**config.mk**
```make
export PLATFORM = sky130hd
export DESIGN_NAME = axis_xk_tx_flat
export DESIGN_NICKNAME = d
export VERILOG_FILES = /design/src/rtl/axis_xk_tx_if.sv /design/src/rtl/axis_xk_tx.sv /design/src/flat_wrapper.sv
export SDC_FILE = /design/constraint.sdc
export NUM_CORES = 1
export LEC_CHECK = 0
export CAP_MARGIN = 0
export CORE_AREA = 8 8 284 286
export CTS_BUF_LIST = sky130_fd_sc_hd__clkbuf_8
export CTS_CLUSTER_SIZE = 40
export DETAILED_ROUTE_END_ITERATION = 6
export DIE_AREA = 0 0 292 294
export PLACE_DENSITY_LB_ADDON = 0.2
export SYNTH_ARGS = -nofsm -noshare
export SYNTH_HDL_FRONTEND = slang
export SYNTH_SLANG_ARGS = --single-unit
export TNS_END_PERCENT = 5
```
**constraint.sdc**
```tcl
create_clock -name clk -period 8.8 [get_ports clk]
set_clock_uncertainty 0.15 [all_clocks]
set_input_delay 2.2 -clock clk [delete_from_list [all_inputs] [get_ports clk]]
set_output_delay 2.2 -clock clk [all_outputs]
set_load 0.01 [all_outputs]
```
**src/rtl/axis_xk_tx_if.sv**
```systemverilog
// AXI-Stream channel carrying packed {K lanes, X lanes} beats from axis_xk_tx.
// The master modport drives TVALID/TDATA/TLAST; the slave modport drives TREADY.
interface axis_xk_tx_if #(
    parameter int WB = 64
);
    logic          m_valid;
    logic          m_ready;
    logic [WB-1:0] m_data;
    logic          m_last;

    modport master (output m_valid, output m_data, output m_last, input m_ready);
    modport slave  (input m_valid, input m_data, input m_last, output m_ready);
endinterface

```
**src/rtl/axis_xk_tx.sv**
```systemverilog
// K-row beat buffer replayed as one AXI-Stream packet per start pulse.
// Optional AXIS_XK_TX_LOOP_EN adds a loop input that restarts the packet with no bubble.
module axis_xk_tx #(
    parameter  int R  = 4,
    parameter  int C  = 4,
    parameter  int K  = 8,
    parameter  int WX = 8,
    parameter  int WK = 8,
    localparam int WB = WX*R + WK*C,
    localparam int WA = (K > 1) ? $clog2(K) : 1
) (
    input  logic          clk,
    input  logic          rstn,
    input  logic          w_en,
    input  logic [WA-1:0] w_addr,
    input  logic [WB-1:0] w_data,
    input  logic          start,
`ifdef AXIS_XK_TX_LOOP_EN
    input  logic          loop,
`endif
    output logic          busy,
    output logic          done,
    axis_xk_tx_if.master  m_axis
);

    typedef enum logic {IDLE, SEND} state_t;

    localparam logic [WA-1:0] LAST_IDX = WA'(K - 1);
    localparam logic [WA:0]   ADDR_LIM = (WA+1)'(K);
    localparam logic          ONE_BEAT = (K == 1);

    state_t        r_state;
    logic [WA-1:0] r_cnt;
    logic          r_valid;
    logic          r_last;
    logic [WB-1:0] r_data;
    logic          r_done;
    logic [WB-1:0] r_mem [K];

    logic [WA-1:0] w_next;
    logic          w_hs;
    logic          w_loop;

    assign w_next = r_cnt + 1'b1;
    assign w_hs   = r_valid && m_axis.m_ready;

`ifdef AXIS_XK_TX_LOOP_EN
    assign w_loop = loop;
`else
    assign w_loop = 1'b0;
`endif

    // Buffer has no reset; writes are locked out for the whole packet.
    always_ff @(posedge clk) begin
        if (w_en && (r_state == IDLE) && ({1'b0, w_addr} < ADDR_LIM)) begin
            r_mem[w_addr] <= w_data;
        end
    end

    always_ff @(posedge clk or negedge rstn) begin
        if (!rstn) begin
            r_state <= IDLE;
            r_cnt   <= '0;
            r_valid <= 1'b0;
            r_last  <= 1'b0;
            r_data  <= '0;
            r_done  <= 1'b0;
        end else begin
            r_done <= 1'b0;
            case (r_state)
                IDLE: begin
                    if (start) begin
                        r_state <= SEND;
                        r_data  <= r_mem[0];
                        r_valid <= 1'b1;
                        r_cnt   <= '0;
                        r_last  <= ONE_BEAT;
                    end
                end
                SEND: begin
                    if (w_hs) begin
                        if (r_cnt == LAST_IDX) begin
                            r_done <= 1'b1;
                            if (w_loop) begin
                                r_data <= r_mem[0];
                                r_cnt  <= '0;
                                r_last <= ONE_BEAT;
                            end else begin
                                r_state <= IDLE;
                                r_valid <= 1'b0;
                                r_last  <= 1'b0;
                            end
                        end else begin
                            r_data <= r_mem[w_next];
                            r_cnt  <= w_next;
                            r_last <= (w_next == LAST_IDX);
                        end
                    end
                end
                default: r_state <= IDLE;
            endcase
        end
    end

    assign busy            = (r_state == SEND);
    assign done            = r_done;
    assign m_axis.m_valid  = r_valid;
    assign m_axis.m_data   = r_data;
    assign m_axis.m_last   = r_last;

endmodule

```
**src/flat_wrapper.sv**
```systemverilog
// flat-port wrapper written by rule: the top's interface ports become plain ports
module axis_xk_tx_flat 
#(
    parameter  int R  = 4,
    parameter  int C  = 4,
    parameter  int K  = 8,
    parameter  int WX = 8,
    parameter  int WK = 8,
    localparam int WB = WX*R + WK*C,
    localparam int WA = (K > 1) ? $clog2(K) : 1
)
  (clk, rstn, w_en, w_addr, w_data, start, busy, done, m_axis_m_valid, m_axis_m_data, m_axis_m_last, m_axis_m_ready);
  axis_xk_tx_if #(.WB((WX*R + WK*C))) m_axis_i ();
  input  logic clk;
  input  logic rstn;
  input  logic w_en;
  input  logic [WA-1:0] w_addr;
  input  logic [WB-1:0] w_data;
  input  logic start;
  output logic busy;
  output logic done;
  output wire logic [$bits(m_axis_i.m_valid)-1:0] m_axis_m_valid;
  output wire logic [$bits(m_axis_i.m_data)-1:0] m_axis_m_data;
  output wire logic [$bits(m_axis_i.m_last)-1:0] m_axis_m_last;
  input wire logic [$bits(m_axis_i.m_ready)-1:0] m_axis_m_ready;
  assign m_axis_m_valid = m_axis_i.m_valid;
  assign m_axis_m_data = m_axis_i.m_data;
  assign m_axis_m_last = m_axis_i.m_last;
  assign m_axis_i.m_ready = m_axis_m_ready;
  axis_xk_tx #(.R(R), .C(C), .K(K), .WX(WX), .WK(WK)) u_core (.clk(clk), .rstn(rstn), .w_en(w_en), .w_addr(w_addr), .w_data(w_data), .start(start), .busy(busy), .done(done), .m_axis(m_axis_i));
endmodule
```
[Word level (Yosys, flattened, before mapping)]
Memory sizes are Yosys's and may differ from the RTL's.
Index checks and enable logic that the tools add are counted.
Storage, ports and cells
  bits in registers: 71
  bits in writable memories: 512
  input bits: 72
  memories: 1
Cells by class
  add/sub/neg operators: 1
  equal/unequal tests: 6
  mux-type cells: 25
  bitwise gates (word level): 1
  reduce and logical (&&, ||, !) cells: 5
Memory list
  u_core.r_mem: depth 8, bits a word 64, rd ports 2, clocked after memory_dff 0, wr ports 1, RTL line axis_xk_tx.sv:38  | logic [WB-1:0] r_mem [K];
Operators with widths (number)
  $mux W64: 3
  $pmux W64 S2: 1
  $mux W1: 14
  $mux W3: 3
  $ne A2 B2 Y1 const B: 4
  $eq A3 B3 Y1 const B: 2
  $pmux W1 S2: 3
  $pmux W3 S2: 1
  $reduce_and A3 Y1: 2
  $add A3 B1 Y3 const B: 1
  $logic_and A1 B1 Y1: 2
  $reduce_and A2 Y1: 1
  $not A1 Y1: 1

[Logic depth before layout (Yosys ltp)]
Gate-level depths: netlist of run 1.
  depth in word-level cells: 5
  mapped depth: 11
  gate-level depth less buffers: 6

[Least setup slack after synthesis of run 1]
Ideal clock, no wire load.
  kind: input -> register
  start: input port w_addr[0]
  end: memory u_core.r_mem[2][0] (enable)
  library setup time: 651 ps
  data arrival time: 8479 ps
  data required time: 7999 ps
  slack: -480 ps
  cell stages on the path: 1
  buffers on the path: 0
  cell sequence: nor4_1
RTL lines
  start: declaration: RTL line flat_wrapper.sv:17  | input logic [WA-1:0] w_addr;
  end: declaration: RTL line axis_xk_tx.sv:38
No word-level cell before the write port.

[Worst setup path in the final report of run 1]
  start: input port w_addr[1]
  end: memory u_core.r_mem[1][34] (enable)
No word-level cell before the write port.

==> summary.md, run 1 <==
The maximum VDD drop was 0.2327 mV; the number of I/O pins was 140. The tightest min-delay check is of the reg -> reg type. Once the clock tree was built, the resizer swapped 0 gates to a different size. The logs give 216.3 MHz for the achievable frequency and 661 for the first-iteration detailed-routing DRC count. The area added between synthesis and finish was 19.13%.

The tools report the max-slew headroom at the worst pin as 23.95%. The clock root buffer was sky130_fd_sc_hd__clkbuf_8. Data arrives at the worst endpoint at 4.74 ns. The minimum period implied by the final worst setup slack was 4.623 ns; the number of antenna violations at the first check in global routing was 10. The floorplan step set the die width to 292 um.

The run gives 0.3788 ns as the worst slack on hold paths. The run gives 85850 um2 as the full die area. Dividing the detail-routed via count by the number of cells gives 4.814.

For this run, design rule violations remaining after detail routing come to 0. Synthesis inferred 583 register bits. Clock-pin slew was measured on the worst setup and hold paths at 0.05 ns. Cells fill 35.22% of the core in the end.

The run gives 17160 um2 as the sequential cell area. Summing all placed instances gives a cell area of 25040 um2. The run gives 0.6645 as the global placer's final weighted congestion. Type of element capturing the critical path: a flip-flop. Dominant register cell in the synthesized netlist: sky130_fd_sc_hd__edfxtp_1. CTS built an H-tree with a depth of 3. The largest buffer count on any clock path came out at 3.

The logs give 8.92 ns for the worst endpoint required time and 0 for the number of routed nets with antenna violations. The tools report the hold buffer count at CTS as 0. Synthesis produced a netlist with a net count of 1434. The run gives 583 as the total clock sinks. Counting the buffers created by CTS gives 97.

The logs give 22600 um2 for the summed instance area of the synthesized netlist and 13140 for the via count of the first global-routing pass. The run gives 0 as the max-slew violation count. The tools report the total iterations of the first detailed-routing run as 5.

Startpoint kind of the worst setup timing path: an input port. The number of cells traversed by the worst register-to-register path was 7; the post-detailed-route wirelength per cell was 22.38 um. In this run the tool buffered the top-level ports with 139 buffer cells. Of the post-synthesis cell area, the dominant cell type holds 68.03%. Synthesis produced a netlist whose cell count is 1358. Measured slew at the worst slew-check pin: 1.141 ns. The share of layout cells above drive strength 1 came out at 10.36%. The tools report the total congestion overflow as 0.

Largest net degree at the start of global routing: 78. Static power due to leakage: 9.094 nW. Row generation in the floorplan step produced 102 rows.

Yosys mapped a number of flops with a built-in enable equal to 512. For the number of hold violations in the final report, the log shows 0. The cell taking the most area after synthesis is sky130_fd_sc_hd__edfxtp_1.

The logs give 29.64 mm for the sum of net half-perimeters after detailed placement and 58.37 mm for the final wirelength. The worst setup path is of the in -> reg kind. Counting flops with an async set or reset pin after synthesis yields a share of 12.18%. Sequential cells were found to cover 75.89% of the synthesized design area. The number of warnings printed during yosys synthesis is 0. The tools report the placeable core region as 76450 um2. Dividing total power by cell area gives a power density of 302.6 nW/um2.

The clock insertion delay at the later pin of the skew report came out at 0.66 ns. By area the synthesized netlist is led by sky130_fd_sc_hd__edfxtp_1, sky130_fd_sc_hd__mux2i_1, sky130_fd_sc_hd__dfrtp_1. The run finished with clean final reports. Setup repair after global routing left no endpoint under its margin.

The first global-routing pass estimated 85.97 mm of wire. TritonCTS built the clock tree. For the layout filler cell count, the log shows 7239. The floorplan step set the die height to 294 um.

The final instance area was 26920 um2. Mean cell area of the mapped netlist: 16.64 um2. Cell depth of the worst hold path: 2.

The number of distinct standard cells referenced by the synthesized netlist was 28; the aggregate global-route resource usage was 13.27%. Summing all multi-input logic gate instances after layout gives 5059 um2. The initial utilization of the core area, before any placement, comes to 29.56%.

Max-cap violations in this run came to 0. Along the worst path, the maximum fanout reaches 41. The final setup violation count is 0. Buffers added to address setup during post-CTS repair amount to 0.

In the finished design, the share of the clock period the worst path needs comes to 52.53%. The logs give 12560 for the vias after detailed routing and 1606 for the total number of nets in the final design.
## cell usage after synthesis (8+ instances only)
| cell | instances |
|---|---|
| sky130_fd_sc_hd__a21oi_1 | 65 |
| sky130_fd_sc_hd__buf_1 | 8 |
| sky130_fd_sc_hd__buf_2 | 19 |
| sky130_fd_sc_hd__buf_4 | 26 |
| sky130_fd_sc_hd__clkbuf_1 | 38 |
| sky130_fd_sc_hd__dfrtp_1 | 71 |
| sky130_fd_sc_hd__edfxtp_1 | 512 |
| sky130_fd_sc_hd__mux2i_1 | 256 |
| sky130_fd_sc_hd__nand2_1 | 9 |
| sky130_fd_sc_hd__nor2_1 | 70 |
| sky130_fd_sc_hd__o21ai_0 | 64 |
| sky130_fd_sc_hd__o21ai_1 | 67 |
| sky130_fd_sc_hd__o221ai_1 | 64 |
| sky130_fd_sc_hd__o22ai_1 | 64 |
## through the flow
stage	worst slack [ns]	instances	TNS, ns	power (W)
final	4.178	2608	0	0.008147
after CTS	4.176	2600	0	0.008284
after floorplan	-0.4800	1358	-30.72	0.005082
after global placement	3.443	2419	0	0.005994
after detailed placement	3.452	2419	0	0.006012
after global routing	4.080	2603	0	0.008601
## cells in the final DEF (no fill, tap or decap), drive strengths merged, types with 41 or more instances in the layout
cell type / netlist / routed
a21oi: 65 / 65
mux2i: 256 / 256
o22ai: 64 / 64
inv: 2 / 41
o21ai: 131 / 131
clkbuf: 38 / 117
clkdlybuf4s50: 0 / 138
dfrtp: 71 / 71
edfxtp: 512 / 512
nor2: 70 / 70
o221ai: 64 / 64
## registers in the layout (all words and copies together) (netlist names)
name                   cells
u_core.m_axis.m_data      64
u_core.r_mem             512
u_core.m_axis.m_last       1
u_core.m_axis.m_valid      1
u_core.r_cnt               3
u_core.done                1
u_core.busy                1
## path summary, 6_finish.rpt
| check | slack [ns] | to | start |
|---|---|---|---|
| hold / removal | 0.38 | u_core.m_axis.m_data[54]$_DFFE_PN0P_ | u_core.m_axis.m_data[54]$_DFFE_PN0P_ |
| hold reg to reg | 0.38 | u_core.m_axis.m_data[54]$_DFFE_PN0P_ | u_core.m_axis.m_data[54]$_DFFE_PN0P_ |
| max in group asynchronous | 5.91 | u_core.r_cnt[0]$_DFFE_PN0P_ | rstn |
| setup / recovery | 4.18 | u_core.r_mem[1][34]$_DFFE_PP_ | w_addr[1] |
| min in group asynchronous | 1.42 | u_core.m_axis.m_data[2]$_DFFE_PN0P_ | rstn |
| setup reg to reg | 4.78 | u_core.m_axis.m_data[17]$_DFFE_PN0P_ | u_core.r_cnt[0]$_DFFE_PN0P_ |
## worst max-delay path, cell delays in order
cell                              delay (ns)
sky130_fd_sc_hd__clkdlybuf4s50_1        0.54
sky130_fd_sc_hd__or3b_1                 0.48
sky130_fd_sc_hd__nor2_4                 0.72
sky130_fd_sc_hd__buf_4                  0.75
## layout make-up
| class | instances | share of cell area (%) |
|---|---|---|
| clock inverter | 64 | 0.9341 |
| tap | 988 | 4.592 |
| timing repair buffer | 165 | 5.883 |
| inverter | 2 | 0.02788 |
| sequential | 583 | 63.72 |
| multi-input combinational | 681 | 18.79 |
| clock buffer | 117 | 5.981 |
| antenna | 8 | 0.07436 |
## kinds of logic after synthesis
family | after synthesis | share of synthesized area (%)
DFF | 583 | 75.89
AOI/OAI and AO/OA | 324 | 8.592
muxes | 257 | 11.39
and+or+nand+nor | 96 | 1.777
buffers and inverters | 94 | 2.131
adders and majority gates | 4 | 0.2215
## routing by layer
layer,vias to the layer above,track usage [%],part of all wire [%]
li1,5748,-,-
met2,265,21.26,47
met4,8,4.424,2.0
met1,6439,17.70,46
met5,-,0,0.087
met3,95,3.092,4.6
## report_power, final
part,internal (W),switching (W),leakage [nW]
sequential,0.00316,0.000195,5.38
clock,0.00120,0.00104,1.10
combinational,0.00108,0.00147,2.61
total,0.00544,0.00271,9.09
Power figures use the tool's default switching activity.
==> run 2: changes to the inputs <==
Clock period 8.8 ns to 3.9 ns, I/O delays scaled along.
==> run 2 against run 1 <==
Compared with the run above: largest power group unchanged; critical path depth fell by 3; register-to-register slack lost 3.8 ns; largest cell class unchanged; die area unchanged.
==> summary.md, run 2 (same netlist as run 1, synthesis figures left out) <==
For the full die area, the log shows 85850 um2. After detailed routing, the average wire length per cell comes to 22.29 um. The count of nets left with antenna violations once routing finished came out at 0. The min-delay analysis places its worst path in the category in -> async. The max-slew violation count is 0, and the floorplan die height is 294 um. Setup violations remaining at the end of the flow were counted as 0.

The floorplan has 102 rows. The logs give 89 for the largest net degree at the start of global routing and 0.1935 ns for the worst slack on hold paths. The tools report the largest buffer count on any clock path as 3. The run gives 0 as the number of hold violations in the final report.

The register with the highest flop count was u_core.r_mem. The library cells used most frequently in the layout, excluding fill and tap cells, are sky130_fd_sc_hd__edfxtp_1, sky130_fd_sc_hd__mux2i_1, sky130_fd_sc_hd__clkdlybuf4s50_1, sky130_fd_sc_hd__clkbuf_8, sky130_fd_sc_hd__dfrtp_1. After detailed routing, the total wire length is 58.54 mm.

Routed signal wires occupy layers up through met5. The tools report the type of element capturing the critical path as an output port. The tools report the number of antenna violations at the first check in global routing as 11. In the global route stage, overall resource usage came out at 13.33%. The period utilization works out to 77.71%.

The arrival time at the worst endpoint came out at 1.91 ns. The detailed-routed wire length on met3 is 2.790 mm, and the clock transition time at the flip-flop clock pins of the worst setup and hold paths is 0.06 ns. Cell family with the largest share of critical-path delay: buffers and inverters. Subtracting the final worst setup slack from the clock period gives 3.031 ns. The register with the most flip-flops in the layout has 512 of them. The total overflow left after global routing is 0. The area growth from synthesis to layout is 22.07%.

Post-CTS timing repair inserted 0 buffers for setup. By startpoint and endpoint, the worst setup path is classified as reg -> out. Part of the power in registers: 39.3%. Walking the worst path, the cells encountered are clkdlybuf4s50_1. For the total CTS buffers, the log shows 99. The internal power is 0.01290 W, and the highest cell delay on the worst timing path is 0.63 ns. In this run, post-CTS hold repair placed 0 buffers.

In this run the power spent charging and discharging nets is 0.006303 W. The fraction of power spent switching nets came out at 32.82%. The static power due to leakage was 9.387 nW; the clock group share of total power was 29.5%.

The total clock sinks is 583. Post-CTS repair changed the size of 0 cells. After detailed routing, the number of remaining DRC violations is 0. The run finished with clean final reports.

The global placer's final weighted congestion was 0.6742; the power density relative to cell area was 696.1 nW/um2. Level count of the clock H-tree: 3. Once layout is complete, the utilization of the core stands at 36.09%. The logs give 4 for the total iterations of the first detailed-routing run and 0 ns for the accumulated negative setup slack.

The measured slew at the worst slew-check pin came out at 1.039 ns. In the routed layout, each cell is associated on average with a via count of 4.833. At the worst endpoint, the required time is 2.77 ns. Combinational logic is responsible for 31.2% of the overall power. TritonCTS built the clock tree. The worst-path cell with the longest stage delay is sky130_fd_sc_hd__clkdlybuf4s50_1. Timing would allow up to 330.0 MHz.

Count of buffers from port buffering: 139. The worst setup path is launched from a flip-flop. The via count of the first global-routing pass was 13210. The first-iteration detailed-routing DRC count was 796. Once placement finished, the instance area stood at 25490 um2. Across the run, the number of max-cap violations was 0. The max-slew headroom at the worst pin is 30.70%. The largest fanout on the critical path works out to 2. The share of layout cells above drive strength 1 works out to 12.07%.

Total number of nets in the final design: 1623. The run gives 31.03 mm as the sum of net half-perimeters after detailed placement. Number of buffers and inverters on the critical path: 1. The clock root buffer is sky130_fd_sc_hd__clkbuf_8.

The tools report the clock insertion delay at the later pin of the skew report as 0.68 ns. The tools report the placeable core region as 76450 um2. Setup repair after global routing left no endpoint under its margin.

In this run the count of I/O pins placed on the die edge is 140. The tools report the vias after detailed routing as 12690. Measured along the x axis, the die boundary spans 292 um. The routed metal-1 wire length came out at 27.31 mm.

The wire length on met2 was 27.18 mm; the pre-CTS setup slack was 0.5135 ns. Global-route wire length before repair: 86.36 mm. The maximum VDD drop is 0.3950 mV, and the effective utilization at floorplan is 29.56%.

After routing the design area is 27590 um2. The final worst setup slack came out at 0.8695 ns. The library cell used most frequently in the layout, excluding fill and tap cells, is sky130_fd_sc_hd__edfxtp_1.
==> run 2: cell types whose count changed in the layout (fill, tap and decap cells not counted), sizes merged <==
cell      change
buf          +15
bufinv        +8
clkbuf        -6
clkinv        +5
diode         -2
clkinvlp      -1
inv           -1
==> run 2: cell type report <==
| type | instances | area [um2] |
|---|---|---|
| Antenna cell | 6 | 15.01 |
| Clock buffer | 111 | 1528 |
| Clock inverter | 75 | 553.0 |
| Fill cell | 7154 | 48860 |
| Inverter | 2 | 7.507 |
| Multi-Input combinational cell | 681 | 5097 |
| Sequential cell | 583 | 17160 |
| Tap cell | 988 | 1236 |
| Timing Repair Buffer | 180 | 1997 |
==> run 2: per-stage QoR <==
step	power (W)	cells
finish	0.01921	2626
global route	0.02022	2623
CTS	0.01952	2620
detailed placement	0.01378	2434
global placement	0.01377	2434
floorplan	0.01147	1358
==> run 2: worst paths after layout <==
kind / startpoint / end / slack [ns] / cells after the start
max in group asynchronous: rstn / u_core.m_axis.m_data[30]$_DFFE_PN0P_ / 2.71 / 2
hold reg to reg: u_core.m_axis.m_data[58]$_DFFE_PN0P_ / u_core.m_axis.m_data[58]$_DFFE_PN0P_ / 0.38 / 2
min in group clk: u_core.m_axis.m_data[58]$_DFFE_PN0P_ / u_core.m_axis.m_data[58]$_DFFE_PN0P_ / 0.38 / 2
setup reg to reg: u_core.r_cnt[0]$_DFFE_PN0P_ / u_core.m_axis.m_data[14]$_DFFE_PN0P_ / 0.99 / 6
setup / recovery: u_core.m_axis.m_last$_DFFE_PN0P_ / m_axis_m_last / 0.87 / 1
hold / removal: rstn / u_core.busy$_DFF_PN0_ / 0.19 / 1
==> run 2: power by group through the flow <==
| stage | logic (W) | registers, W | clock network (W) |
|---|---|---|---|
| 6_report | 0.00599 | 0.00755 | 0.00567 |
| 5_1_grt | 0.00651 | 0.00760 | 0.00611 |
| 4_1_cts | 0.00610 | 0.00757 | 0.00584 |
| 3_5_place_dp | 0.00608 | 0.00770 | 0 |
| 3_3_place_gp | 0.00606 | 0.00771 | 0 |
| 2_1_floorplan | 0.00387 | 0.00760 | 0 |
==> run 2: worst register-to-register path, stage by stage, from the launching register on <==
cell	delay [ns]
sky130_fd_sc_hd__dfrtp_4	0.67
sky130_fd_sc_hd__buf_4	0.60
sky130_fd_sc_hd__buf_4	0.71
sky130_fd_sc_hd__mux2i_1	0.34
sky130_fd_sc_hd__o221ai_1	0.15
sky130_fd_sc_hd__o21ai_1	0.11
sky130_fd_sc_hd__a21oi_1	0.08
==> run 2: metal layers <==
metal / global-route usage, % / up-vias
met1: 18.03 / 6550
met4: 4.823 / 4
met2: 21.00 / 261
met3: 2.941 / 83
li1: - / 5794
met5: 0 / -
